$ cat src/rtl/pc_fetch_unit.sv
`default_nettype none
// ============================================================================
// Module   : pc_fetch_unit
// Brief    : Program counter and IF/ID register with redirect, stall and halt.
// Revision : 1.0 - initial release
// ============================================================================
module pc_fetch_unit #(
   parameter int          WIDTH     = 9,
   parameter logic [31:0] NOP_INSTR = 32'h0000_0013,
   parameter int          CNT_W     = 16
) (
   input  logic             clk,
   input  logic             reset,
   input  logic             stall,
   input  logic             pc_sel,
   input  logic [31:0]      branch_pc,
   input  logic [31:0]      instr_rdata,
   output logic [WIDTH-1:0] imem_addr,
   output logic [WIDTH-1:0] pc_plus_4,
   output logic [WIDTH-1:0] if_id_pc,
   output logic [31:0]      if_id_instr,
   output logic             if_id_valid,
   output logic             halted,
   output logic             misaligned,
   output logic [CNT_W-1:0] redirect_cnt
);

   localparam logic [0:0]       c_ST_RUN    = 1'b0;
   localparam logic [0:0]       c_ST_HALTED = 1'b1;
   localparam logic [31:0]      c_HALT_PC   = 32'hFFFF_FFFF;
   localparam logic [WIDTH-1:0] c_PC_STEP   = WIDTH'(4);
   localparam logic [CNT_W-1:0] c_CNT_ONE   = CNT_W'(1);
   localparam logic [CNT_W-1:0] c_CNT_MAX   = '1;

   logic [0:0]       r_state;
   logic [0:0]       w_state_nxt;
   logic [WIDTH-1:0] r_pc;
   logic [WIDTH-1:0] r_if_id_pc;
   logic [31:0]      r_if_id_instr;
   logic             r_if_id_valid;
   logic             r_misaligned;
   logic [CNT_W-1:0] r_redirect_cnt;

   logic w_halt_req;
   logic w_do_halt;
   logic w_do_redir;
   logic w_do_adv;

   assign w_halt_req = pc_sel && (branch_pc == c_HALT_PC);

   always_ff @(posedge clk or posedge reset) begin
      if (reset) begin
         r_state <= c_ST_RUN;
      end else begin
         r_state <= w_state_nxt;
      end
   end

   always_comb begin
      w_state_nxt = r_state;
      if (r_state == c_ST_RUN && w_halt_req) begin
         w_state_nxt = c_ST_HALTED;
      end
   end

   // Event priority in RUN: halt > redirect > stall > advance; HALTED ignores all.
   always_comb begin
      w_do_halt  = 1'b0;
      w_do_redir = 1'b0;
      w_do_adv   = 1'b0;
      if (r_state == c_ST_RUN) begin
         if (w_halt_req) begin
            w_do_halt = 1'b1;
         end else if (pc_sel) begin
            w_do_redir = 1'b1;
         end else if (!stall) begin
            w_do_adv = 1'b1;
         end
      end
   end

   always_ff @(posedge clk or posedge reset) begin
      if (reset) begin
         r_pc           <= '0;
         r_if_id_pc     <= '0;
         r_if_id_instr  <= NOP_INSTR;
         r_if_id_valid  <= 1'b0;
         r_misaligned   <= 1'b0;
         r_redirect_cnt <= '0;
      end else begin
         // The word fetched in a halt/redirect cycle is wrong-path: squash it.
         if (w_do_halt || w_do_redir) begin
            r_if_id_pc    <= r_pc;
            r_if_id_instr <= NOP_INSTR;
            r_if_id_valid <= 1'b0;
         end
         if (w_do_redir) begin
            r_pc <= {branch_pc[WIDTH-1:2], 2'b00};
            if (branch_pc[1:0] != 2'b00) begin
               r_misaligned <= 1'b1;
            end
            if (r_redirect_cnt != c_CNT_MAX) begin
               r_redirect_cnt <= r_redirect_cnt + c_CNT_ONE;
            end
         end
         if (w_do_adv) begin
            r_pc          <= r_pc + c_PC_STEP;
            r_if_id_pc    <= r_pc;
            r_if_id_instr <= instr_rdata;
            r_if_id_valid <= 1'b1;
         end
      end
   end

   assign imem_addr    = r_pc;
   assign pc_plus_4    = r_pc + c_PC_STEP;
   assign if_id_pc     = r_if_id_pc;
   assign if_id_instr  = r_if_id_instr;
   assign if_id_valid  = r_if_id_valid;
   assign halted       = (r_state == c_ST_HALTED);
   assign misaligned   = r_misaligned;
   assign redirect_cnt = r_redirect_cnt;

endmodule
`default_nettype wire
$ cat config.mk
export PLATFORM = sky130hd
export DESIGN_NAME = pc_fetch_unit
export DESIGN_NICKNAME = d
export VERILOG_FILES = /design/src/rtl/pc_fetch_unit.sv
export SDC_FILE = /design/constraint.sdc
export NUM_CORES = 1
export LEC_CHECK = 0
export CAP_MARGIN = 10
export CORE_UTILIZATION = 36
export DETAILED_ROUTE_END_ITERATION = 6
export PLACE_DENSITY = 0.74
export SKIP_CTS_REPAIR_TIMING = 1
export SYNTH_ARGS = -nofsm -noshare
export SYNTH_HDL_FRONTEND = slang
export SYNTH_SLANG_ARGS = --single-unit
$ cat constraint.sdc
create_clock -name clk -period 1.99 [get_ports clk]
set_input_delay 0.398 -clock clk [delete_from_list [all_inputs] [get_ports clk]]
set_output_delay 0.398 -clock clk [all_outputs]
set_load 0.02 [all_outputs]
==> summary.txt <==
Outcome
  – Status: completed

Logic synthesis
  – Post-Syn Area per Cell: 11.64 um2
  – Primary FF master, synth: dfrtp_1
  – Top post-synthesis cells by area: dfrtp_1 54%, a22o_1 9.5%, xnor2_1 5.2%, nand2_1 3.7%, nand4_1 3.3%
  – Distinct cells, synth: 38
  – Register bit total from synthesis: 65
  – Largest family of logic cells by synthesized area: simple AND/OR/NAND/NOR gates
  – Post-Synth Adder-Cell Area: less than 1%
  – Cell with the most instances after synthesis: dfrtp_1
  – Sequential area share after synthesis: between 50% and 60%
  – Post-synthesis compound-gate area fraction: between 10% and 20%
  – Synth top area share: a little over half
  – EDFF count, synth: 0
  – Synth Area in XOR/XNOR: under 10%
  – Yosys warning count: 0
  – Post-Syn Area: about 0.0029 mm2
  – Mapped Cells: about 250
  – Fraction of synthesized area in multiplexers: less than 1%
  – Simple-gate share of the synthesized area: 17.16%
  – Asr flop ratio synth: between 90% and 100%
  – Cell taking the most area after synthesis: dfrtp_1
  – Synth top cells by count: 62 x dfrtp_1, 31 x a22o_1, 28 x nand2_1

Critical path
  – Critical Path RT: between 1.5 and 2 ns
  – CP Buf/Inv Count: 1
  – Max FO, Critical Path: 3
  – Crit path kind: flop to output port
  – WP data arrival: 1.54 ns
  – Cell family with most CP delay: flip-flops
  – CP Cell Sequence: ha_2 -> nand3_1 -> nor2_2 -> xor2_1 -> buf_4
  – CP peak stage delay: 0.36 ns
  – CP Capture Type: output port
  – Crit-path slowest cell: dfrtp_1
  – Worst setup SP type: flop

Placement
  – Placed inst area: 0.004574 mm2
  – Post-DP HPWL: approximately 5.8 mm
  – Number of port buffers: 139
  – Placer Congestion: 0.8149
  – Worst slack at placement: -0.1873 ns

Clock network
  – Worst skew pair latency: ~0.34 ns
  – Clk buf depth: 2
  – CTS clk-pin slew, worst paths: 0.08 ns
  – Total CTS buffers: 9
  – Root buffer cell: clkbuf_8
  – Clock Sinks: 65
  – # H-tree levels: 3
  – TritonCTS clock tree: done

Floorplanning
  – Die Span X: roughly 91 um
  – IO Pins: around 150
  – Die height: between 90 and 100 um
  – Row count: 32
  – Die ar.: 0.008281 mm2
  – Core area: approximately 0.0077 mm2
  – Starting Density: between 30% and 40%

Global routing
  – Largest net degree at the start of global routing: 66
  – Number of global-route vias before repair: 2722
  – Initial antenna violation count: 0
  – Global Route Usage Sum: 20.40%
  – Remaining global-route overflow: 0
  – First-pass GRT wire length: approximately 13 mm

Layout
  – Antenna fix cells: 0
  – Share of post-route cells with drive strength above 1: ~16%
  – Net count, final: 483
  – Area Overhead vs Synth: 69.42%
  – Final instance area: between 0.004 and 0.005 mm2
  – Core Util, Final: a little over three fifths

Hold path
  – HP Class: flop to flop

Power
  – Worst IR Drop VDD: roughly 0.66 mV
  – Leakage: 2.157 nW
  – Internal Power: 0.002950 W
  – Power Density: 865.4 mW/mm2
  – Clk network pwr share: approximately 33%
  – Flop pwr share: approximately two fifths
  – Sw Pwr: ~0.0012 W
  – Comb power frac: between 20 and 30%
  – Switching Share: between 20% and 30%

Route
  – Initial detailed-routing violation count: 66
  – Drt via density: between 4 and 5
  – Pre-antenna DRT Iters: 4
  – DR vias: between 2000 and 3000
  – Drt total wl: 7.910 mm
  – DRT antenna net count: 0
  – Post-route DRC violation count: 0
  – WL per Instance: ~15 um

STA
  – Final setup violating endpoints: 0
  – PnR worst setup slack: just under 0.05 ns
  – Period utilization: a little over nine tenths
  – Slew Limit Fails: 0
  – Setup TNS: 0 ns
  – Final Critical Period: between 1.5 and 2 ns
  – Clock skew: about 0.0084 ns
  – Final count of hold timing violations: 0
  – RSZ-0062 raised after global routing: yes
  – Highest Clock Rate: roughly 520 MHz

Run
  – Number of max-cap violations: 0
==> state kept, by name, indices dropped and copies added, names as in the netlist <==
register and flops:
misaligned 1, if_id_valid 1, if_id_instr 32, imem_addr 7, halted 1, redirect_cnt 16
if_id_pc 7
==> placed cells by master (no fill, tap or decap), types with 4 or more instances in the layout <==
master	n
nor2_1	4
and3_1	8
a22o_1	31
buf_12	4
nand4_1	15
xnor2_1	17
clkdlybuf4s50_1	132
buf_4	29
nand3_1	12
nand2b_1	4
clkbuf_8	9
conb_1	6
nand2_1	28
dfrtp_1	62
==> worst register-to-register path: cells and delay by family (launching register included) <==
family / cells / cell delay (ns)
XOR/XNOR: 1 / 0.15
AND/OR/NAND/NOR: 4 / 0.88
adder cells (fa/ha/maj): 1 / 0.26
flip-flops: 1 / 0.39
==> cell families (layout without fill, tap and decap cells) <==
| logic type | after synthesis | count (layout) |
|---|---|---|
| XOR/XNOR | 19 | 19 |
| adder cells (fa/ha/maj) | 2 | 2 |
| multiplexers | 1 | 1 |
| other | 1 | 6 |
| flip-flops | 65 | 65 |
| AND/OR/NAND/NOR | 86 | 86 |
| buffers and inverters | 22 | 190 |
| AO/OA/AOI/OAI | 49 | 49 |
==> per-stage QoR <==
stage / hold slack [ns] / std cells / power [W]
global route: 0.5221 / 520 / 0.004391
global placement: 0.4528 / 503 / 0.002804
floorplan: 0.5270 / 250 / 0.002145
CTS: 0.4808 / 519 / 0.004238
finish: 0.4777 / 520 / 0.004181
detailed placement: 0.4620 / 503 / 0.002822
==> metal layers <==
layer	vias to the layer above	track usage, %	part of all wire, %
li1	1223	-	-
met1	1267	25.45	42
met2	92	34.15	50
met3	17	4.104	4.7
met4	0	9.259	2.4
met5	-	0	0
==> final timing paths <==
path                            slack [ns]                          end                   startpoint  cells after the start
worst max-delay path                  0.05                 pc_plus_4[8]     imem_addr[2]$_DFFE_PP0P_                      5
worst min-delay path                  0.48      if_id_pc[3]$_DFFE_PP0P_      if_id_pc[3]$_DFFE_PP0P_                      2
worst max register to register        0.21  redirect_cnt[9]$_DFFE_PP0P_  redirect_cnt[0]$_DFFE_PP0P_                      6
worst min register to register        0.48      if_id_pc[3]$_DFFE_PP0P_      if_id_pc[3]$_DFFE_PP0P_                      2
max in group asynchronous             1.17   if_id_instr[4]$_DFFE_PP1P_                        reset                      3
min in group asynchronous             0.50  if_id_instr[14]$_DFFE_PP0P_                        reset                      3
==> power by group through the flow <==
stage	logic, W	clock network, W	registers [W]
after floorplan	0.000351	0	0.00179
after global placement	0.00119	0	0.00161
after detailed placement	0.00121	0	0.00162
after CTS	0.00121	0.00143	0.00159
after global routing	0.00128	0.00149	0.00162
final	0.00119	0.00139	0.00159
==> layout make-up <==
type	instances	area, um2
clock buffers	9	123.9
clock inverters	7	125.1
fillers	640	2856
inverters	4	18.77
multi-input cells	163	1139
flip-flops and latches	65	1630
well taps	102	127.6
repair buffers	170	1667
Power figures use the tool's default switching activity.
